## config.mk

```make
export PLATFORM = sky130hd
export DESIGN_NAME = ecs3_tx_scheduler
export DESIGN_NICKNAME = d
export VERILOG_FILES = /design/src/rtl/ecs3_pkg.sv /design/src/rtl/ecs3_bit_timer.sv /design/src/rtl/ecs3_tx_scheduler.sv
export SDC_FILE = /design/constraint.sdc
export NUM_CORES = 1
export LEC_CHECK = 0
export CAP_MARGIN = 5
export CORE_MARGIN = 2
export CORE_UTILIZATION = 56
export CTS_CLUSTER_SIZE = 10
export DETAILED_ROUTE_END_ITERATION = 12
export PLACE_DENSITY_LB_ADDON = 0.1
export REMOVE_ABC_BUFFERS = 1
export SYNTH_ARGS = -nofsm -noshare
export SYNTH_HDL_FRONTEND = slang
export SYNTH_SLANG_ARGS = --single-unit
export TNS_END_PERCENT = 50
```

## constraint.sdc

```tcl
create_clock -name clk -period 2.85 [get_ports clk]
set_input_delay 0.57 -clock clk [delete_from_list [all_inputs] [get_ports clk]]
set_output_delay 0.57 -clock clk [all_outputs]
set_load 0.1 [all_outputs]
```

## src/rtl/ecs3_pkg.sv

```systemverilog
// Shared types and constants for the ECS3 serial transmit scheduler.
// Optional parity support is selected by the ECS3_TX_PARITY_EN macro.
package ecs3_pkg;

  localparam logic TX_IDLE_LEVEL = 1'b1;

`ifdef ECS3_TX_PARITY_EN
  typedef enum logic [2:0] {StIdle, StStart, StData, StParity, StStop} ecs3_state_e;
`else
  typedef enum logic [1:0] {StIdle, StStart, StData, StStop} ecs3_state_e;
`endif

  // Round-robin pick between two requesters; last is the previously granted index.
  function automatic logic rr_pick(input logic [1:0] valid, input logic last);
    if (valid[0] && valid[1]) begin
      return ~last;
    end
    return valid[1];
  endfunction

endpackage

```

## src/rtl/ecs3_bit_timer.sv

```systemverilog
// Bit-period timer: loads a divider at frame start, then strobes tick_o in the
// last cycle of every bit period while enabled.
module ecs3_bit_timer #(
  parameter int unsigned DIV_W = 8
) (
  input  logic             clk,
  input  logic             nRST,
  input  logic             load_i,
  input  logic             en_i,
  input  logic [DIV_W-1:0] div_i,
  output logic             tick_o
);

  logic [DIV_W-1:0] div_q, div_d;
  logic [DIV_W-1:0] cnt_q, cnt_d;

  assign tick_o = en_i && (cnt_q == '0);

  always_comb begin
    div_d = div_q;
    cnt_d = cnt_q;
    if (load_i) begin
      div_d = div_i;
      cnt_d = div_i;
    end else if (en_i) begin
      cnt_d = (cnt_q == '0) ? div_q : cnt_q - 1'b1;
    end
  end

  always_ff @(posedge clk or negedge nRST) begin
    if (!nRST) begin
      div_q <= '0;
      cnt_q <= '0;
    end else begin
      div_q <= div_d;
      cnt_q <= cnt_d;
    end
  end

endmodule

```

## src/rtl/ecs3_tx_scheduler.sv

```systemverilog
// Two-requester round-robin frame scheduler driving a UART-style serial line.
// Define ECS3_TX_PARITY_EN to append an even-parity bit after the payload.
module ecs3_tx_scheduler
  import ecs3_pkg::*;
#(
  parameter int unsigned DIV_W  = 8,
  parameter int unsigned DATA_W = 8
) (
  input  logic              clk,
  input  logic              nRST,
  input  logic [DIV_W-1:0]  div_i,
  input  logic [1:0]        req_valid_i,
  input  logic [DATA_W-1:0] req_data0_i,
  input  logic [DATA_W-1:0] req_data1_i,
  output logic [1:0]        req_ready_o,
  output logic              tx_o,
  output logic              tick_o,
  output logic              busy_o,
  output logic              grant_o
);

  localparam int unsigned BitW = (DATA_W > 1) ? $clog2(DATA_W) : 1;

  ecs3_state_e       state_q, state_d;
  logic              tx_q, tx_d;
  logic              grant_q, grant_d;
  logic [DATA_W-1:0] shift_q, shift_d;
  logic [BitW-1:0]   bit_q, bit_d;
`ifdef ECS3_TX_PARITY_EN
  logic              par_q, par_d;
`endif
  logic [1:0]        ready;
  logic              gnt;
  logic              load;
  logic              tick;

  ecs3_bit_timer #(
    .DIV_W (DIV_W)
  ) u_bit_timer (
    .clk    (clk),
    .nRST   (nRST),
    .load_i (load),
    .en_i   (state_q != StIdle),
    .div_i  (div_i),
    .tick_o (tick)
  );

  always_comb begin
    state_d = state_q;
    tx_d    = tx_q;
    grant_d = grant_q;
    shift_d = shift_q;
    bit_d   = bit_q;
`ifdef ECS3_TX_PARITY_EN
    par_d   = par_q;
`endif
    ready   = 2'b00;
    load    = 1'b0;
    gnt     = rr_pick(req_valid_i, grant_q);
    case (state_q)
      StIdle: begin
        if (|req_valid_i) begin
          ready[gnt] = 1'b1;
          grant_d    = gnt;
          shift_d    = gnt ? req_data1_i : req_data0_i;
`ifdef ECS3_TX_PARITY_EN
          par_d      = ^shift_d;
`endif
          bit_d      = '0;
          load       = 1'b1;
          tx_d       = 1'b0;
          state_d    = StStart;
        end
      end
      StStart: begin
        if (tick) begin
          tx_d    = shift_q[0];
          state_d = StData;
        end
      end
      StData: begin
        if (tick) begin
          if (bit_q == BitW'(DATA_W - 1)) begin
`ifdef ECS3_TX_PARITY_EN
            tx_d    = par_q;
            state_d = StParity;
`else
            tx_d    = TX_IDLE_LEVEL;
            state_d = StStop;
`endif
          end else begin
            bit_d   = bit_q + 1'b1;
            shift_d = shift_q >> 1;
            tx_d    = shift_d[0];
          end
        end
      end
`ifdef ECS3_TX_PARITY_EN
      StParity: begin
        if (tick) begin
          tx_d    = TX_IDLE_LEVEL;
          state_d = StStop;
        end
      end
`endif
      StStop: begin
        if (tick) begin
          tx_d    = TX_IDLE_LEVEL;
          state_d = StIdle;
        end
      end
      default: begin
        tx_d    = TX_IDLE_LEVEL;
        state_d = StIdle;
      end
    endcase
  end

  always_ff @(posedge clk or negedge nRST) begin
    if (!nRST) begin
      state_q <= StIdle;
      tx_q    <= TX_IDLE_LEVEL;
      grant_q <= 1'b1;
      shift_q <= '0;
      bit_q   <= '0;
`ifdef ECS3_TX_PARITY_EN
      par_q   <= 1'b0;
`endif
    end else begin
      state_q <= state_d;
      tx_q    <= tx_d;
      grant_q <= grant_d;
      shift_q <= shift_d;
      bit_q   <= bit_d;
`ifdef ECS3_TX_PARITY_EN
      par_q   <= par_d;
`endif
    end
  end

  // Ready is combinational from IDLE; mask it while reset is asserted.
  assign req_ready_o = ready & {2{nRST}};
  assign tx_o        = tx_q;
  assign tick_o      = tick;
  assign busy_o      = (state_q != StIdle);
  assign grant_o     = grant_q;

endmodule

```

### After elaboration in Yosys (flattened, before gate mapping)

Cells that the tools add are included.

* flip-flop bits (word level): 31
* output and inout bits: 6
* logic and storage cells: 69

* mux-type cells: 33
* reduce and logical (&&, ||, !) cells: 13
* bitwise logic cells: 2
* equality and inequality tests: 10
* $add $sub $neg: 2
* order comparisons: 2

Operators with widths (count)
* 8-bit 2-to-1 mux: 7
* 8-bit case mux with 2 select lines: 1
* 2-bit 2-to-1 mux: 7
* 2-bit inequality test (second input constant): 6
* 1-bit 2-to-1 mux: 11
* 3-bit 2-to-1 mux: 3
* 8-bit zero test: 1
* 2-bit case mux with 4 select lines: 1
* 4-bit AND reduction: 2
* 8-bit by 1-bit subtractor with 8-bit output (second input constant): 1
* 3-bit case mux with 2 select lines: 1
* 2-bit nonzero test: 3
* 5-bit AND reduction: 1
* 2-bit == test (second input constant): 2
* 1-bit case mux with 4 select lines: 1
* 3-bit by 1-bit adder with 3-bit output (second input constant): 1
* 3-bit == test (second input constant): 1
* 1-bit logical AND: 3
* 2-bit AND: 1
* 2-bit by 1-bit == test with 1-bit output (second input constant): 1
* 2-bit zero test: 1
* 1-bit by 2-bit < comparator with 1-bit output (second input constant): 1
* 2-bit AND reduction: 1
* 2-bit OR reduction: 1
* 3 further kinds: 3

### Longest topological paths before layout

* depth in word-level cells: 10
* depth in mapped cells: 8

### Modules after synthesis

From an unflattened synthesis, not the netlist that was laid out.

* cells, all modules: 187
* area, all modules: 1904.3 sq um

Modules (own cells, without submodules)
* ecs3_tx_scheduler: cells each 103, times used 1, area each 1014.7 sq um
* ecs3_bit_timer: cells each 84, times used 1, area each 889.6 sq um

### Worst setup path after synthesis

Ideal clock, no wire load.

* path kind: register -> output
* start: register grant_q, in the netlist grant_o
* end: output port req_ready_o[0]
* arrival time: 3.468 ns
* setup slack: -1.188 ns
* stages on the path, launching flop included: 4
* cells stage by stage: dfstp_2 -> a21boi_0 -> buf_2 -> nor3b_1

* longest elaborated chain between the ends: 10
* elaborated cells on any way between the ends: 11

Ends and longest elaborated chain
* start: declaration: line ecs3_tx_scheduler.sv:26 `logic grant_q, grant_d;`
* start signal: assignment: line ecs3_tx_scheduler.sv:132 `grant_q <= grant_d;`
* 1-bit inverter *: line ecs3_pkg.sv:16 `return ~last;`
* 1-bit 2-to-1 mux *: line ecs3_pkg.sv:15 `if (valid[0] && valid[1]) begin`
* 1-bit 2-to-1 mux *: line ecs3_pkg.sv:18 `return valid[1];`
* 1-bit by 2-bit < comparator with 1-bit output (not written as such) / 1-bit >= comparator (equally long branches): line ecs3_tx_scheduler.sv:63 `ready[gnt] = 1'b1;`
* 1-bit logical AND (not written as such): line ecs3_tx_scheduler.sv:63
* 1-bit 2-to-1 mux (not written as such): line ecs3_tx_scheduler.sv:63
* 1-bit demux with 1-bit select *: line ecs3_tx_scheduler.sv:63
* 2-bit 2-to-1 mux *: line ecs3_tx_scheduler.sv:62 `if (|req_valid_i) begin`
* 2-bit 2-to-1 mux *: line ecs3_tx_scheduler.sv:60 `case (state_q)`
* 2-bit AND *: line ecs3_tx_scheduler.sv:142 `assign req_ready_o = ready & {2{nRST}};`
* end: declaration: line ecs3_tx_scheduler.sv:15 `output logic [1:0] req_ready_o,`

Mark *: on every way between the ends. The rest lies on a longest branch, timed or not. The select of a mux whose other input is x is not followed.

### Worst setup path in the final report

* start: register u_bit_timer.cnt_q[1]
* end: output port tick_o

* longest elaborated chain between the ends: 2

Ends and longest elaborated chain
* start: declaration: line ecs3_bit_timer.sv:15 `logic [DIV_W-1:0] cnt_q, cnt_d;`
* start signal: assignment: line ecs3_bit_timer.sv:36 `cnt_q <= cnt_d;`
* 8-bit zero test: line ecs3_bit_timer.sv:17 `assign tick_o = en_i && (cnt_q == '0);`
* 1-bit logical AND: line ecs3_bit_timer.sv:17
* end: declaration: line ecs3_tx_scheduler.sv:17 `output logic tick_o,`

Every way passes these cells.

==> impl_metrics.csv <==
group,metric,value,unit
place,dpl_worst_slack,0.420,ns
die,std_cell_rows,20,
sta,slew_headroom,0.592,
setup_path,max_stage_delay,0.46,ns
setup_path,crit_path_start_kind,"flop",
cells_and_area,final_common_cell,"dfrtp_1",
clocking,cts_root_buf,"clkbuf_4",
global_route,grt_antenna_before_repair,0,
route,drt_wl_total,3.91,mm
sta,worst_slew_pin_slew,0.612,ns
setup_path,crit_required,2.28,ns
route,routed.top_layer,"met4",
setup_path,rr_worst_depth,6,
route,wl_per_cell,15.1,um
sta,worst_slack,0.231,ns
clocking,clkTransAtPathRegs,0.11,ns
route,ant_nets,0,
sta,max_freq,382,MHz
clocking,cts_setup_buffers,0,
route,firstDrtPassIters,4,
setup_path,r2r_end,"shift_q[3]",
sta,period_minus_slack,2.62,ns
run_status,status,"completed",
clocking,post_cts_resize_count,0,
die,core_area,0.00310,sq mm
die,die-height,61.4,um
setup_path,crit_path_start,"u_bit_timer.cnt_q[1]",
die,io_pins,34,
sta,finalMaxSlewViolations,0,
logic_synthesis,synth_cells,172,
logic_synthesis,ys_ff_latch,31,
setup_path,crit_end,"tick_o",
logic_synthesis,ys_warn_count,0,
place,gp_congestion,0.780,
sta,rsz0062_at_grt,"false",
cells_and_area,synthToLayoutAreaGrowth,28.4,%
clocking,htreeDepth,2,
cells_and_area,fillCellCount,225,
clocking,numCtsBuffers,5,
cells_and_area,design_area,0.00237,sq mm
setup_path,critPathKind,"flop to output pin",
setup_path,ff2ff_setup_slack,0.54,ns
route,drt_iter0_drc,78,
global_route,track_usage,0.236,
pwr,ir_worst_vdd,0.607,mV
pwr,powerDensity,1060,mW/mm^2
route,wl_met2,1.91,mm
cells_and_area,drive_above_1_share,0.256,
setup_path,critPathArrivalTime,2.05,ns
logic_synthesis,yosysUniqueCellTypes,37,
place,io_buffers,33,
place,hpwl,2.95,mm
logic_synthesis,ys_seq_area_frac,0.422,
sta,fin_crit_sh,0.919,
cells_and_area,final_cell_mix,"29 x dfrtp_1, 27 x clkdlybuf4s50_1, 24 x mux2_2, 15 x a21oi_1, 13 x mux2i_1",
route,routed-wl-met3,167,um
setup_path,cp_max_fo,6,
die,die_w,61.4,um
cells_and_area,nets,251,
cells_and_area,num_antenna_cells,0,
setup_path,path_cells,"inv_1, ha_1, nor3b_2, buf_4, nand2_1, nor2_1, buf_12",
clocking,clockBufferDepth,2,
sta,setup_violations,0,
place,placed_cell_area,0.00228,sq mm
setup_path,r2r-start,"state_q[0]",
cells_and_area,finalCoreUtilization,0.763,
sta,hold_viol,0,
logic_synthesis,avgSynthCellArea,10.7,sq um
clocking,worstSkewPairLatency,0.33,ns
global_route,grt_pass1_vias,1424,
die,dieArea,0.00377,sq mm
route,wl_met1,1.78,mm
global_route,grt-ovfl-total,0,
hold_path,hold_path.class,"flop to flop",
die,start_util,0.594,
global_route,grt_max_degree,21,
route,via_count,1463,
setup_path,cp-end-kind,"output pin",
clocking,cts_hold_buf,0,
clocking,numClockSinks,31,
pwr,p_leak,0.00105,uW
route,drc_errors,0,
clocking,cts_tree,"yes",
setup_path,critPathSlowestCell,"dfrtp_1",
route,avgViaCountPerCell,5.65,
logic_synthesis,syn_area,0.00184,sq mm
sta,skew,0.0140,ns
global_route,grt_pass1_wl,6.44,mm
run,cap_violations,0,
[worst max-delay path: cells and delay by family (launching register included)]
kind                       cells  cell delay (ns)
adders and majority gates      1             0.23
DFF                            1             0.46
buffers and inverters          3             0.48
and+or+nand+nor                3             0.54
[Yosys cell counts, drive strengths merged]
master  count  share of area
dfrtp      29           0.39
mux2       24           0.15
a21oi      15          0.041
mux2i      13          0.071
nand2      12          0.024
o21ai      12          0.033
ha          9          0.061
nor2        7          0.014
nor3        5          0.014
buf         4          0.014
inv         4         0.0081
clkbuf      3         0.0061
nor2b       3          0.010
nor3b       3          0.015
a211oi      2         0.0081
a21boi      2         0.0081
a21o        2         0.0088
a22o        2         0.0095
and3        2         0.0068
dfstp       2          0.029
o22ai       2         0.0068
o41ai       2         0.0095
or2         2         0.0068
xor2        2         0.0095
a31oi       1         0.0034
and4        1         0.0061
clkinv      1         0.0020
nor4        1          0.012
o31ai       1         0.0041
o32a        1         0.0054
or3b        1         0.0048
or4         1         0.0041
xnor2       1         0.0048
[sequential cells by signal (all words and copies together), names as in the netlist]
register           count
u_bit_timer.div_q      8
u_bit_timer.cnt_q      8
tx_o                   1
bit_q                  3
state_q                2
grant_o                1
shift_q                8
[report_power, final]
group | switching (uW) | total [uW] | internal [uW] | leakage [uW]
registers | 194 | 856 | 662 | 0.000372
clock network | 151 | 358 | 207 | 0.0000482
logic | 702 | 1290 | 587 | 0.000633
total | 1050 | 2500 | 1460 | 0.00105
[area by class of cell]
cell class | instances | area, sq um | share of cell area
Sequential cell | 31 | 778 | 0.329
Timing Repair Buffer | 42 | 420 | 0.178
Clock buffer | 6 | 51.3 | 0.0217
Tap cell | 44 | 55.1 | 0.0233
Clock inverter | 2 | 35.0 | 0.0148
Inverter | 5 | 18.8 | 0.00793
Multi-Input combinational cell | 129 | 1010 | 0.426
[how the worst min path moves through the flow]
stage                                     from                    to  slack (ns)  depth (start not counted)
final                     u_bit_timer.div_q[4]  u_bit_timer.div_q[4]        0.51                          1
after global routing      u_bit_timer.div_q[4]  u_bit_timer.div_q[4]        0.53                          1
after floorplan                           nRST              bit_q[0]        0.27                          0
after global placement    u_bit_timer.div_q[4]  u_bit_timer.div_q[4]        0.49                          1
after CTS                 u_bit_timer.div_q[4]  u_bit_timer.div_q[4]        0.52                          1
after detailed placement  u_bit_timer.div_q[4]  u_bit_timer.div_q[4]        0.49                          1
[metrics by stage]
step / std cells / hold slack, ns / total power [uW] / TNS (ns)
finish: 259 / 0.513 / 2500 / 0
global route: 259 / 0.526 / 2690 / 0
CTS: 259 / 0.516 / 2520 / 0
detailed placement: 251 / 0.492 / 2150 / 0
global placement: 251 / 0.486 / 2080 / 0
floorplan: 165 / 0.274 / 1780 / -1.81
[layer usage]
| layer | vias to the layer above | track usage |
|---|---|---|
| met5 | - | 0 |
| met4 | 0 | 0.0851 |
| met3 | 6 | 0.0546 |
| met2 | 23 | 0.401 |
| met1 | 719 | 0.295 |
| li1 | 715 | - |
[kinds of logic (layout without fill, tap and decap cells)]
kind of cell | Yosys count | in the layout | synth area share
AOI/OAI and AO/OA | 42 | 42 | 0.137
and+or+nand+nor | 38 | 38 | 0.117
xor gates and xnor gates | 3 | 3 | 0.0143
buffers and inverters | 12 | 55 | 0.0305
muxes | 37 | 37 | 0.217
adders and majority gates | 9 | 9 | 0.0611
DFF | 31 | 31 | 0.422
(Power assumes the default switching activity.)
